===== src/rtl/fetch_pkg.sv =====
`default_nettype none
// ============================================================================
//  Module   : fetch_pkg
//  Purpose  : Shared constants, types and helpers for the fetch aligner.
//             The halfword buffer is three deep when compressed instructions
//             are enabled (FETCH_RVC_EN defined); otherwise it is two deep.
//  Revision : 1.0  initial release
// ============================================================================
package fetch_pkg;

`ifdef FETCH_RVC_EN
   localparam int HW_BUF_DEPTH = 3;
`else
   localparam int HW_BUF_DEPTH = 2;
`endif

   // Instruction handed to decode.
   typedef struct packed {
      logic [31:0] instr;
      logic [31:0] pc;
      logic        compressed;
   } fetch_out_t;

   // A halfword starts a 16-bit instruction unless its low two bits are 11.
   function automatic logic isCompressed(input logic [15:0] hw);
      return (hw[1:0] != 2'b11);
   endfunction

endpackage : fetch_pkg
`default_nettype wire


===== src/rtl/fetch_hw_buffer.sv =====
`default_nettype none
// ============================================================================
//  Module   : fetch_hw_buffer
//  Purpose  : Small in-order halfword queue. Each cycle it can pop 0/1/2
//             entries from the head and push 0/1/2 entries at the tail
//             (pop is applied before push). Flush empties the queue.
//  Ports    : clk, rst      - clock, synchronous active-high reset
//             i_flush       - discard all entries (wins over push/pop)
//             i_push_cnt    - halfwords to append (0..2)
//             i_push_data   - [15:0] appended first, [31:16] second
//             i_pop_cnt     - halfwords to remove from the head (0..2)
//             o_hw0, o_hw1  - head entry and the one behind it
//             o_count       - number of valid entries
//  Revision : 1.0  initial release
// ============================================================================
module fetch_hw_buffer
   import fetch_pkg::*;
(
   input  logic        clk,
   input  logic        rst,
   input  logic        i_flush,
   input  logic [1:0]  i_push_cnt,
   input  logic [31:0] i_push_data,
   input  logic [1:0]  i_pop_cnt,
   output logic [15:0] o_hw0,
   output logic [15:0] o_hw1,
   output logic [1:0]  o_count
);

   logic [15:0] r_buf     [HW_BUF_DEPTH];
   logic [15:0] w_buf_nxt [HW_BUF_DEPTH];
   logic [1:0]  r_count;
   logic [1:0]  w_count_nxt;
   logic [1:0]  w_base;

   always_comb begin
      // Tail position once the popped entries have left the head.
      w_base = r_count - i_pop_cnt;
      for (int k = 0; k < HW_BUF_DEPTH; k++) begin
         w_buf_nxt[k] = r_buf[k];
         // Survivors slide toward the head by the pop amount.
         for (int j = 0; j < HW_BUF_DEPTH; j++) begin
            if (j == k + int'(i_pop_cnt)) begin
               w_buf_nxt[k] = r_buf[j];
            end
         end
         if ((i_push_cnt != 2'd0) && (k == int'(w_base))) begin
            w_buf_nxt[k] = i_push_data[15:0];
         end
         if ((i_push_cnt == 2'd2) && (k == int'(w_base) + 1)) begin
            w_buf_nxt[k] = i_push_data[31:16];
         end
      end
      w_count_nxt = w_base + i_push_cnt;
   end

   always_ff @(posedge clk) begin
      if (rst) begin
         r_count <= 2'd0;
         for (int k = 0; k < HW_BUF_DEPTH; k++) begin
            r_buf[k] <= 16'h0000;
         end
      end else if (i_flush) begin
         // Entry contents are left as-is; only the count matters.
         r_count <= 2'd0;
      end else begin
         r_count <= w_count_nxt;
         r_buf   <= w_buf_nxt;
      end
   end

   assign o_hw0   = r_buf[0];
   assign o_hw1   = r_buf[1];
   assign o_count = r_count;

endmodule : fetch_hw_buffer
`default_nettype wire


===== src/rtl/fetch_aligner.sv =====
`default_nettype none
// ============================================================================
//  Module   : fetch_aligner
//  Purpose  : Instruction-fetch stage. Issues word-aligned requests to
//             instruction memory, buffers returned halfwords and presents one
//             aligned 16/32-bit instruction per cycle to decode, with its PC.
//             A redirect flushes the buffer and drops the stale response of a
//             request still in flight.
//  Config   : FETCH_RVC_EN - when defined, compressed (16-bit) instructions
//             are recognised and redirects may target odd halfwords. When
//             undefined every instruction is 32-bit and redirect targets are
//             forced word aligned.
//  Ports    : clk, rst              - clock, synchronous active-high reset
//             redirectValid/Pc      - control-flow redirect from the PC unit
//             reqValid/Ready/Addr   - memory request channel
//             rspValid/rspData      - in-order memory read data
//             instrValid/Ready      - decode handshake
//             instr/instrPc/instrCompressed - instruction presented to decode
//  Revision : 1.0  initial release
// ============================================================================
module fetch_aligner
   import fetch_pkg::*;
#(
   parameter logic [31:0] RESET_PC = 32'h0000_0000
)
(
   input  logic        clk,
   input  logic        rst,
   input  logic        redirectValid,
   input  logic [31:0] redirectPc,
   output logic        reqValid,
   input  logic        reqReady,
   output logic [31:0] reqAddr,
   input  logic        rspValid,
   input  logic [31:0] rspData,
   output logic        instrValid,
   input  logic        instrReady,
   output logic [31:0] instr,
   output logic [31:0] instrPc,
   output logic        instrCompressed
);

   // ------------------------------------------------------------------------
   // State
   // ------------------------------------------------------------------------
   logic [31:0] r_fetch_addr;
   logic [31:0] r_instr_pc;
   logic        r_outstanding;
   logic        r_drop_next;

   logic [15:0] w_hw0;
   logic [15:0] w_hw1;
   logic [1:0]  w_count;

   logic        w_has_room;
   logic        w_is_c;
   logic        w_skip;
   logic        w_req_fire;
   logic        w_rsp_take;
   logic        w_consume;
   logic [1:0]  w_push_cnt;
   logic [31:0] w_push_data;
   logic [1:0]  w_pop_cnt;
   logic        w_out_valid;
   fetch_out_t  w_out;

   // ------------------------------------------------------------------------
   // Build-dependent pieces
   // ------------------------------------------------------------------------
`ifdef FETCH_RVC_EN
   localparam logic [31:0] c_redirect_mask = 32'hFFFF_FFFE;

   logic r_skip_half;

   // Room for one full word: at most one halfword may already be queued.
   assign w_has_room  = (w_count <= 2'd1);
   assign w_is_c      = isCompressed(w_hw0);
   assign w_skip      = r_skip_half;
   assign w_push_data = w_skip ? {16'h0000, rspData[31:16]} : rspData;

   // Set when the target PC points at the upper halfword of its word; the
   // lower halfword of the first returned word is then not part of the
   // instruction stream.
   always_ff @(posedge clk) begin
      if (rst) begin
         r_skip_half <= RESET_PC[1];
      end else if (redirectValid) begin
         r_skip_half <= redirectPc[1];
      end else if (w_rsp_take) begin
         r_skip_half <= 1'b0;
      end
   end
`else
   localparam logic [31:0] c_redirect_mask = 32'hFFFF_FFFC;

   assign w_has_room  = (w_count == 2'd0);
   assign w_is_c      = 1'b0;
   assign w_skip      = 1'b0;
   assign w_push_data = rspData;
`endif

   // ------------------------------------------------------------------------
   // Memory request / response control
   // ------------------------------------------------------------------------
   assign reqValid   = !rst && !redirectValid && !r_outstanding && w_has_room;
   assign reqAddr    = r_fetch_addr;
   assign w_req_fire = reqValid && reqReady;

   // A response is only meaningful against an outstanding request; the one
   // that lands in a redirect cycle or is marked for dropping is discarded.
   assign w_rsp_take = rspValid && r_outstanding && !r_drop_next && !redirectValid;
   assign w_push_cnt = !w_rsp_take ? 2'd0 : (w_skip ? 2'd1 : 2'd2);

   // ------------------------------------------------------------------------
   // Instruction presentation (pure function of registered state)
   // ------------------------------------------------------------------------
   always_comb begin
      w_out_valid      = w_is_c ? (w_count >= 2'd1) : (w_count >= 2'd2);
      w_out.instr      = w_is_c ? {16'h0000, w_hw0} : {w_hw1, w_hw0};
      w_out.pc         = r_instr_pc;
      // Qualified by valid so an empty buffer never reports compressed.
      w_out.compressed = w_is_c && w_out_valid;
   end

   assign instrValid      = w_out_valid;
   assign instr           = w_out.instr;
   assign instrPc         = w_out.pc;
   assign instrCompressed = w_out.compressed;

   // A handshake coinciding with a redirect is not taken.
   assign w_consume = w_out_valid && instrReady && !redirectValid;
   assign w_pop_cnt = !w_consume ? 2'd0 : (w_is_c ? 2'd1 : 2'd2);

   fetch_hw_buffer u_hw_buffer (
      .clk         (clk),
      .rst         (rst),
      .i_flush     (redirectValid),
      .i_push_cnt  (w_push_cnt),
      .i_push_data (w_push_data),
      .i_pop_cnt   (w_pop_cnt),
      .o_hw0       (w_hw0),
      .o_hw1       (w_hw1),
      .o_count     (w_count)
   );

   // ------------------------------------------------------------------------
   // Address, PC and in-flight tracking
   // ------------------------------------------------------------------------
   always_ff @(posedge clk) begin
      if (rst) begin
         r_fetch_addr  <= RESET_PC & 32'hFFFF_FFFC;
         r_instr_pc    <= RESET_PC;
         r_outstanding <= 1'b0;
         r_drop_next   <= 1'b0;
      end else if (redirectValid) begin
         r_fetch_addr  <= redirectPc & 32'hFFFF_FFFC;
         r_instr_pc    <= redirectPc & c_redirect_mask;
         // If the old request has not answered yet, its answer is stale.
         r_drop_next   <= r_outstanding && !rspValid;
         r_outstanding <= r_outstanding && !rspValid;
      end else begin
         if (w_req_fire) begin
            r_outstanding <= 1'b1;
            r_fetch_addr  <= r_fetch_addr + 32'd4;
         end else if (rspValid && r_outstanding) begin
            r_outstanding <= 1'b0;
            r_drop_next   <= 1'b0;
         end
         if (w_consume) begin
            r_instr_pc <= r_instr_pc + (w_is_c ? 32'd2 : 32'd4);
         end
      end
   end

endmodule : fetch_aligner
`default_nettype wire


===== config.mk =====
export PLATFORM = sky130hd
export DESIGN_NAME = fetch_aligner
export DESIGN_NICKNAME = d
export VERILOG_FILES = /design/src/rtl/fetch_pkg.sv /design/src/rtl/fetch_hw_buffer.sv /design/src/rtl/fetch_aligner.sv
export SDC_FILE = /design/constraint.sdc
export NUM_CORES = 1
export LEC_CHECK = 0
export BUFFER_PORTS_ARGS = -buffer_cell sky130_fd_sc_hd__buf_2
export CORE_ASPECT_RATIO = 1.2
export CORE_MARGIN = 8
export CORE_UTILIZATION = 54
export DETAILED_ROUTE_END_ITERATION = 8
export GPL_TIMING_DRIVEN = 1
export PLACE_DENSITY = 0.89
export SETUP_SLACK_MARGIN = 0.05
export SLEW_MARGIN = 20
export SYNTH_ARGS = -nofsm -noshare
export SYNTH_HDL_FRONTEND = slang
export SYNTH_SLANG_ARGS = --single-unit

===== constraint.sdc =====
create_clock -name clk -period 5.03 [get_ports clk]
set_input_delay 1.006 -clock clk [delete_from_list [all_inputs] [get_ports clk]]
set_output_delay 1.006 -clock clk [all_outputs]
set_load 0.02 [all_outputs]

; ---- After elaboration in Yosys (flattened, before gate mapping)
; Index checks and enable logic that the tools add are counted.
[word_totals]
ff_bits = 100
in_bits = 70
output_inout_bits = 99
wordCells = 76
[op_classes]
n_addsub = 6
order_cmp = 1
eq_ne = 7
muxes = 18
bitwise = 1
n_reduce_logical = 34
[op_table]
columns = op, n
row1 = 2-to-1 mux 32 bit, 4
row2 = 2-to-1 mux 16 bit, 7
row3 = "adder 32 x 3 -> 32 bit, second input constant", 2
row4 = "equality test 2 x 32 -> 1 bit, first input constant", 2
row5 = zero test 32 bit, 2
row6 = logical AND 1 bit, 14
row7 = nonzero test 3 bit, 3
row8 = nonzero test 2 bit, 4
row9 = zero test 1 bit, 5
row10 = 2-to-1 mux 1 bit, 5
row11 = "equality test 2 bit, first input constant", 2
row12 = zero test 2 bit, 2
row13 = 2-to-1 mux 2 bit, 2
row14 = AND reduction 2 bit, 2
row15 = "adder 1 x 2 -> 3 bit, first input constant", 1
row16 = "adder 2 x 1 -> 3 bit, second input constant", 1
row17 = "!= test 3 bit, second input constant", 1
row18 = AND reduction 3 bit, 1
row19 = adder 2 bit, 1
row20 = "equality test 2 bit, second input constant", 1
row21 = "greater-or-equal comparator 2 bit, second input constant", 1
row22 = "!= test 2 bit, second input constant", 1
row23 = OR reduction 2 bit, 1
row24 = subtractor 2 bit, 1
row25 = inverter 1 bit, 1

; ---- Longest topological paths before layout
; Gate-level depths: netlist of run 1.
[logic_depth]
word_depth = 10
depth_mapped = 9
depth_no_buf = 6

; ---- Hierarchy
; Synthesis of run 1 repeated with hierarchy kept, for this count alone.
[hier_totals]
hier_cells = 607
area_unflattened_um2 = 5053.6
[modules_own_cells]
columns = mod, instances, cells_per_inst, area_each_um2
row1 = fetch_aligner, 1, 453, 3533.4
row2 = fetch_hw_buffer, 1, 154, 1520.2

; ---- Least setup slack after synthesis of run 1
; OpenSTA, ideal clock, no wires.
[synth_path]
kind = input-to-output
startpoint = in rst
endpoint = out reqValid
arrival_ns = 2.040
required_time_ns = 4.024
slack_ns = 1.984
path_stages = 4
path_cell_list = clkbuf_1 or2_2 clkbuf_1 nor3_1
[synth_via]
elab_chain_len = 4
[synth_rtl]
columns = item, line_no
row1 = start: declaration, fetch_aligner.sv:28  ; input logic rst,
row2 = zero test 1 bit, fetch_aligner.sv:105  ; assign reqValid = !rst && !redirectValid && !r_outstanding && w_has_room;
row3 = logical AND 1 bit (3 in a row), fetch_aligner.sv:105
row4 = end: declaration, fetch_aligner.sv:31  ; output logic reqValid,
; Every way passes these cells.

; ---- Worst setup path after layout of run 1
[layout_path]
startpoint = in redirectValid
endpoint = out reqValid
[layout_via]
elab_chain_len = 4
[layout_rtl]
columns = item, line_no
row1 = start: declaration, fetch_aligner.sv:29  ; input logic redirectValid,
row2 = zero test 1 bit, fetch_aligner.sv:105
row3 = logical AND 1 bit (3 in a row), fetch_aligner.sv:105
; Every way passes these cells.

==> results of run 1 <==
==> flip-flops by register name (all words and copies together), names as in the netlist <==
| signal | cells |
|---|---|
| u_hw_buffer.o_hw0 | 16 |
| r_drop_next | 1 |
| u_hw_buffer.o_hw1 | 16 |
| reqAddr | 30 |
| instrPc | 30 |
| r_outstanding | 1 |
| u_hw_buffer.o_count | 1 |
==> tightest hold or removal path: stages, from the launching register on <==
cell     delay (ns)
dfxtp_1        0.32
nand2_1        0.05
a21oi_1        0.05
==> cells by family after synthesis <==
group / count (synthesis) / synth area share (%)
AND/OR/NAND/NOR: 271 / 30.1
AO/OA/AOI/OAI: 159 / 21.0
flip-flops: 95 / 39.0
buffers and inverters: 66 / 5.72
XOR/XNOR: 15 / 2.69
adder cells (fa/ha/maj): 3 / 0.770
multiplexers: 3 / 0.641
other: 1 / 0.0769
==> power by group through the flow <==
stage	sequential [mW]	combinational, mW	clock [mW]
5_1_grt	0.845	0.254	0.527
3_5_place_dp	0.854	0.233	0
2_1_floorplan	0.884	0.106	0
3_3_place_gp	0.850	0.228	0
4_1_cts	0.837	0.234	0.495
6_report	0.839	0.235	0.492
==> cell type report <==
type | instances | area (sq um)
clock inverters | 7 | 63.8
well taps | 120 | 150
multi-input cells | 456 | 2730
flip-flops and latches | 95 | 1900
clock buffers | 9 | 124
fillers | 760 | 3030
inverters | 18 | 67.6
repair buffers | 164 | 828
==> metrics by stage <==
step,hold WS [ns],area (sq um),util (%),worst slack [ns]
6_report,0.456,5860,65.9,1.65
4_1_cts,0.459,5850,65.8,1.71
3_3_place_gp,0.439,5660,63.7,1.75
3_5_place_dp,0.445,5660,63.7,1.71
2_1_floorplan,0.511,4890,-,1.98
5_1_grt,0.479,5860,65.9,1.58
==> Yosys cell counts (5+ instances only) <==
library cell   n
a311oi_1       6
a21boi_0      11
nor2_1        24
a31oi_1       18
o31ai_1       10
o21bai_1      11
and4_1        17
a211oi_1      10
nor3_1        18
nand3_1       28
nand4_1       27
a21oi_1       52
o211ai_1       6
or4_1         10
nand2_1       92
xnor2_1        5
nor3b_1        5
o21ai_0       16
clkbuf_1      31
buf_2          6
xor2_1        10
nor4_1         6
dfxtp_1       95
or3_1         10
buf_4          6
and2_1         6
inv_1         18
and3_1         8
==> placed cells by master, fill, tap and decap left out, drive strengths merged, types with 12 or more instances in the layout <==
| cell | synthesis | routed |
|---|---|---|
| a21boi | 12 | 12 |
| a21oi | 52 | 52 |
| a31oi | 18 | 18 |
| and4 | 17 | 17 |
| buf | 16 | 164 |
| dfxtp | 95 | 95 |
| inv | 18 | 22 |
| nand2 | 92 | 92 |
| nand3 | 28 | 28 |
| nand4 | 31 | 31 |
| nor2 | 24 | 24 |
| nor3 | 18 | 18 |
| o21ai | 16 | 16 |
==> worst paths after layout <==
path / startpoint / end / slack (ns) / cells past startpoint
min: u_hw_buffer.o_hw1[12] / u_hw_buffer.o_hw1[12] / 0.46 / 2
max: redirectValid / reqValid / 1.65 / 4
max reg2reg: instrPc[8] / instrPc[31] / 2.83 / 4
min reg2reg: u_hw_buffer.o_hw1[12] / u_hw_buffer.o_hw1[12] / 0.46 / 2
==> layer usage <==
metal,wire (um),up-vias
met5,0,-
met4,323,0
met3,1560,25
met2,7410,258
met1,5910,2445
li1,-,2513
==> qor.csv, run 1 <==
stage,metric,value,unit
clock_tree,setup bufs post-CTS,0,
placed_design,HPWL after detailed placement,11200,um
sta,max-slew violations,0,
critical_path,kind of cell adding the most delay to the critical path,buffers and inverters,
cells_and_area,diodes inserted,0,
cells_and_area,P&R area growth vs syn,20.2,%
floorplan,# rows,38,
critical_path,WP data arrival,2.37,ns
detailed_routing,1st-pass router iterations,5,
cells_and_area,Layout Nets,817,
synth,Post-Synthesis Mean Instance Area,7.96,sq um
critical_path,series of cell instances along the critical path,buf_2 -> or2_2 -> nor3_1 -> buf_2,
power_and_ir_drop,leak pwr,2.41,nW
synth,cell type contributing the most total cell area after synthesis,dfxtp_1,
power_and_ir_drop,Comb pwr share,15.0,%
floorplan,Core Region,8890,sq um
clock_tree,worst-case clock buffer depth,2,
global_routing,most used routing layer,met2,
floorplan,count of pins on the block boundary,169,
synth,fraction of registers with async set/reset,0,%
synth,fraction of the yosys area taken by sequential cells,39.0,%
detailed_routing,total wirelength of the detailed-routed design,15200,um
cells_and_area,share of cells above drive strength 1,26.0,%
power_and_ir_drop,Pwr per Cell Area,267,nW/um^2
clock_tree,hold buffer count at CTS,0,
detailed_routing,DRC marker count from the first detailed-route iteration,521,
clock_tree,number of instances resized during post-cts repair,0,
global_routing,global-route usage over all layers,23.8,%
critical_path,CP Launch Type,input port,
floorplan,Die Y-Extent,120,um
critical_path,CP max-delay cell,buf_2,
critical_path,critical path's largest stage delay,0.74,ns
power_and_ir_drop,net load switching power,0.500,mW
detailed_routing,residual DRC count,0,
outcome,status,completed,
critical_path,"most used cell, CP",buf_2,
power_and_ir_drop,clock network fraction of design power,31.4,%
sta,Layout Skew,0.00981,ns
synth,Post-Syn Instances,613,
clock_tree,number of clock sinks seen by CTS,95,
global_routing,Global Route met1 Usage,28.6,%
critical_path,crit path buf inv count,2,
synth,cell types with the largest area share after synthesis,"dfxtp_1 39%, nand2_1 7.1%, a21oi_1 5.3%",
detailed_routing,routed via count divided by cell count,6.03,
clock_tree,Clock Tree Root,clkbuf_8,
clock_tree,clock buffers created by TritonCTS,9,
synth,Cell variety after synth,57,
sta,total negative slack for setup checks,0,ns
global_routing,number of global-route vias before repair,4879,
floorplan,die area,12300,sq um
synth,area share of the largest cell type after synthesis,39.0,%
global_routing,global routing usage on met3,6.37,%
synth,area of the mapped netlist,4880,sq um
run,MaxCap Viol Count,0,
synth,Post-synth EDFFs,0,
power_and_ir_drop,cell-internal power,1.07,mW
hold_path,worst hold path class,register to register,
global_routing,total gr overflow,0,
sta,fin crit share,67.2,%
power_and_ir_drop,overall power consumption,1.57,mW
critical_path,worst setup path category,input port to output pin,
sta,final hold violation count,0,
detailed_routing,DR vias,5241,
sta,shortest clock period the worst path allows after layout,3.38,ns
sta,final setup fails,0,
critical_path,required time at the endpoint of the critical path,4.02,ns
cells_and_area,final instance count without filler cells,869,
sta,setup repair after global routing missed its margin,false,
clock_tree,total number of H-tree levels,3,
placed_design,number of cells in the design after placement,853,
floorplan,horizontal die dimension,103,um
global_routing,grt met2 use,40.0,%
sta,Max Clock Freq,0.296,GHz
synth,register bit count reported by yosys,95,
critical_path,Critical Path Fanout Max,53,
placed_design,number of port buffers,161,
clock_tree,insertion delay to the later sink of the worst-skew pair,0.39,ns
power_and_ir_drop,Flop pwr share,53.6,%
global_routing,wire length of the first global-routing pass,23800,um
floorplan,starting density of the core,54.9,%
synth,leading register cell type out of synthesis,dfxtp_1,
sta,Rel. slew slack,34.0,%
placed_design,global placer's final weighted congestion,0.868,
power_and_ir_drop,sw frac,31.9,%
clock_tree,clock slew seen by the registers of the worst setup and hold paths,0.10,ns
global_routing,maximum number of pins on one net before global-route repair,80,
detailed_routing,WL per Instance,17.5,um
clock_tree,CTS tree,yes,
sta,transition time at the pin with the least slew margin,0.990,ns
synth,yosys warns,0,
critical_path,Setup crit end kind,output pin,
global_routing,antenna violations before repair,0,
power_and_ir_drop,worst vdd rail ir drop,162,uV
detailed_routing,Detail Route Antenna Nets,0,
Power figures use the tool's default switching activity.
==> inputs of run 2 (changes only) <==
--- a/config.mk
+++ b/config.mk
@@ -5,13 +5,14 @@
 export SDC_FILE = /design/constraint.sdc
 export NUM_CORES = 1
 export LEC_CHECK = 0
+export ABC_AREA = 1
 export BUFFER_PORTS_ARGS = -buffer_cell sky130_fd_sc_hd__buf_2
 export CORE_ASPECT_RATIO = 1.2
 export CORE_MARGIN = 8
-export CORE_UTILIZATION = 54
+export CORE_UTILIZATION = 52
 export DETAILED_ROUTE_END_ITERATION = 8
 export GPL_TIMING_DRIVEN = 1
-export PLACE_DENSITY = 0.89
+export PLACE_DENSITY = 0.85
 export SETUP_SLACK_MARGIN = 0.05
 export SLEW_MARGIN = 20
 export SYNTH_ARGS = -nofsm -noshare
==> constraint.sdc (replaced) <==
create_clock -name clk -period 3.2 [get_ports clk]
set_input_delay 0.64 -clock clk [delete_from_list [all_inputs] [get_ports clk]]
set_output_delay 0.64 -clock clk [all_outputs]
set_load 0.02 [all_outputs]
==> qor.csv, run 2 <==
stage,metric,value,unit,change
critical_path,Setup crit end kind,output pin,,
global_routing,antenna violations before repair,0,,unchanged
cells_and_area,"commonest non-fill, non-tap cells in the layout","240 x nand2_1, 161 x buf_2, 144 x nor2_1",,
sta,shortest clock period the worst path allows after layout,2.14,ns,
critical_path,required time at the endpoint of the critical path,2.56,ns,-1.46 ns
synth,fraction of registers with async set/reset,0,%,unchanged
power_and_ir_drop,Pwr per Cell Area,419,nW/um^2,+57%
clock_tree,setup bufs post-CTS,0,,unchanged
synth,Post-Synthesis Mean Instance Area,6.30,sq um,-21%
critical_path,CP Launch Type,input port,,
cells_and_area,most frequent standard cell in the layout excluding fill and tap cells,nand2_1,,
cells_and_area,P&R area growth vs syn,21.1,%,
cells_and_area,post-route design area,6530,sq um,+11%
floorplan,horizontal die dimension,109,um,+6.0%
run,MaxCap Viol Count,0,,unchanged
placed_design,Setup Slack @ Placement,0.840,ns,-0.871 ns
synth,most used standard cell by instance count after synthesis,nand2_1,,
critical_path,"most used cell, CP",buf_2,,
synth,register bit count reported by yosys,95,,unchanged
global_routing,total gr overflow,0,,unchanged
detailed_routing,routed via count divided by cell count,5.37,,-11%
detailed_routing,Detail Route Antenna Nets,0,,unchanged
placed_design,number of port buffers,161,,unchanged
power_and_ir_drop,leak pwr,2.96,nW,+23%
critical_path,CP max-delay cell,buf_2,,
cells_and_area,diodes inserted,0,,unchanged
power_and_ir_drop,worst vdd rail ir drop,302,uV,+87%
detailed_routing,residual DRC count,0,,unchanged
critical_path,crit path buf inv count,3,,+1
synth,Post-Syn Instances,855,,+39%
clock_tree,hold buffer count at CTS,0,,unchanged
critical_path,series of cell instances along the critical path,buf_2 -> nor2_4 -> inv_1 -> nor3_1 -> buf_2,,
floorplan,count of pins on the block boundary,169,,unchanged
synth,yosys warns,0,,unchanged
clock_tree,number of clock sinks seen by CTS,95,,unchanged
synth,leading register cell type out of synthesis,dfxtp_1,,
outcome,status,completed,,
detailed_routing,total wirelength of the detailed-routed design,17900,um,+18%
global_routing,wire length of the first global-routing pass,28200,um,+19%
detailed_routing,WL per Instance,15.8,um,-9.5%
synth,fraction of the yosys area taken by sequential cells,35.3,%,-3.7 points
global_routing,number of global-route vias before repair,5710,,+17%
clock_tree,Clock Tree Root,clkbuf_16,,
sta,"crit path setup slack, layout",1.06,ns,-0.593 ns
clock_tree,total number of H-tree levels,3,,unchanged
floorplan,Core Region,10100,sq um,+13%
detailed_routing,DRC marker count from the first detailed-route iteration,515,,-1.2%
floorplan,Die Y-Extent,128,um,+6.2%
sta,transition time at the pin with the least slew margin,0.976,ns,-0.0139 ns
placed_design,area of placed instances,6260,sq um,+11%
clock_tree,clock buffers created by TritonCTS,9,,unchanged
floorplan,starting density of the core,53.6,%,-1.3 points
sta,max-slew violations,0,,unchanged
synth,Post-synth EDFFs,0,,unchanged
synth,most used standard cells in the synthesized netlist,"240 x nand2_1, 144 x nor2_1, 95 x dfxtp_1",,
synth,cell type contributing the most total cell area after synthesis,dfxtp_1,,
sta,total negative slack for setup checks,0,ns,unchanged
clock_tree,clock slew seen by the registers of the worst setup and hold paths,0.06,ns,-0.04 ns
clock_tree,CTS tree,yes,,
floorplan,die area,13900,sq um,+13%
placed_design,global placer's final weighted congestion,0.965,,+11%
synth,cell types with the largest area share after synthesis,"dfxtp_1 35%, nand2_1 17%, nor2_1 10%",,
floorplan,# rows,40,,+5.3%
critical_path,critical path's largest stage delay,0.23,ns,-0.51 ns
sta,fin crit share,67.0,%,
placed_design,HPWL after detailed placement,13800,um,+23%
critical_path,Critical Path Fanout Max,12,,-77%
cells_and_area,share of cells above drive strength 1,21.5,%,-4.6 points
synth,area of the mapped netlist,5390,sq um,+11%
synth,area share of the largest cell type after synthesis,35.3,%,-3.7 points
sta,final hold violation count,0,,unchanged
clock_tree,number of instances resized during post-cts repair,0,,unchanged
global_routing,maximum number of pins on one net before global-route repair,45,,-44%
cells_and_area,Layout Nets,1077,,+32%
synth,Cell variety after synth,37,,-35%
sta,final setup fails,0,,unchanged
sta,Rel. slew slack,34.9,%,+0.86 points
hold_path,worst hold path class,register to register,,
sta,setup repair after global routing missed its margin,false,,
critical_path,WP data arrival,1.50,ns,-0.87 ns
sta,Layout Skew,0.00601,ns,-0.00379 ns
detailed_routing,DR vias,6078,,+16%
detailed_routing,1st-pass router iterations,5,,unchanged
sta,Max Clock Freq,0.467,GHz,
critical_path,worst setup path category,input port to output pin,,
clock_tree,insertion delay to the later sink of the worst-skew pair,0.35,ns,-0.04 ns
clock_tree,worst-case clock buffer depth,2,,unchanged
critical_path,kind of cell adding the most delay to the critical path,buffers and inverters,,
global_routing,global-route usage over all layers,25.5,%,+1.7 points
-- run 2: cell types whose count changed after synthesis, sizes merged, moves of 25 or more --
cell   change
inv       +62
o21ai     +59
nand4     -25
nor2     +138
nand2    +155
-- run 2: final timing paths --
| check | startpoint | end | slack [ns] | cells after the start |
|---|---|---|---|---|
| setup / recovery | rst | reqValid | 1.06 | 5 |
| hold / removal | u_hw_buffer.o_hw1[6] | u_hw_buffer.o_hw1[6] | 0.48 | 2 |
| setup reg to reg | u_hw_buffer.o_count[1] | u_hw_buffer.o_hw1[7] | 1.24 | 7 |
| hold reg to reg | u_hw_buffer.o_hw1[6] | u_hw_buffer.o_hw1[6] | 0.48 | 2 |
-- run 2: cell type report --
| class | count | area (sq um) |
|---|---|---|
| well taps | 126 | 158 |
| inverters | 80 | 300 |
| repair buffers | 170 | 873 |
| flip-flops and latches | 95 | 1900 |
| clock buffers | 11 | 233 |
| fillers | 970 | 3530 |
| multi-input cells | 648 | 3020 |
| clock inverters | 2 | 35.0 |
-- run 2: report_power, final --
group          internal [mW]  switching [mW]  leakage [nW]
Clock                  0.592           0.446         0.131
Combinational          0.137           0.253          2.05
Sequential              1.23          0.0728         0.778
-- run 2: kinds of logic (layout without fill, tap and decap cells) --
family | after synthesis | count (layout) | share of synthesized area [%]
DFF | 95 | 95 | 35.3
buffers and inverters | 116 | 263 | 8.89
and+or+nand+nor | 471 | 471 | 37.3
AOI/OAI and AO/OA | 150 | 150 | 14.7
xor gates and xnor gates | 19 | 19 | 3.09
adders and majority gates | 3 | 3 | 0.696
other | 1 | 5 | 0.0696
-- run 2: layer usage --
layer	routed length [um]	global-route usage [%]
met1	6740	28.4
met2	8350	41.3
met3	2170	9.10
met4	656	14.0
met5	0	0
-- run 2: per-stage QoR --
stage / cells / power, mW / hold slack [ns] / util, %
4_1_cts: 1132 / 2.74 / 0.481 / 64.9
3_3_place_gp: 1119 / 1.71 / 0.456 / 62.2
5_1_grt: 1132 / 2.83 / 0.507 / 64.9
3_5_place_dp: 1119 / 1.72 / 0.467 / 62.2
2_1_floorplan: 859 / 1.56 / 0.504 / -
6_report: 1132 / 2.73 / 0.477 / 64.9
-- run 2: worst min-delay path, delay by kind of cell (launching register included) --
kind          cells  cell delay (ns)
flops             1             0.32
simple gates      2             0.12
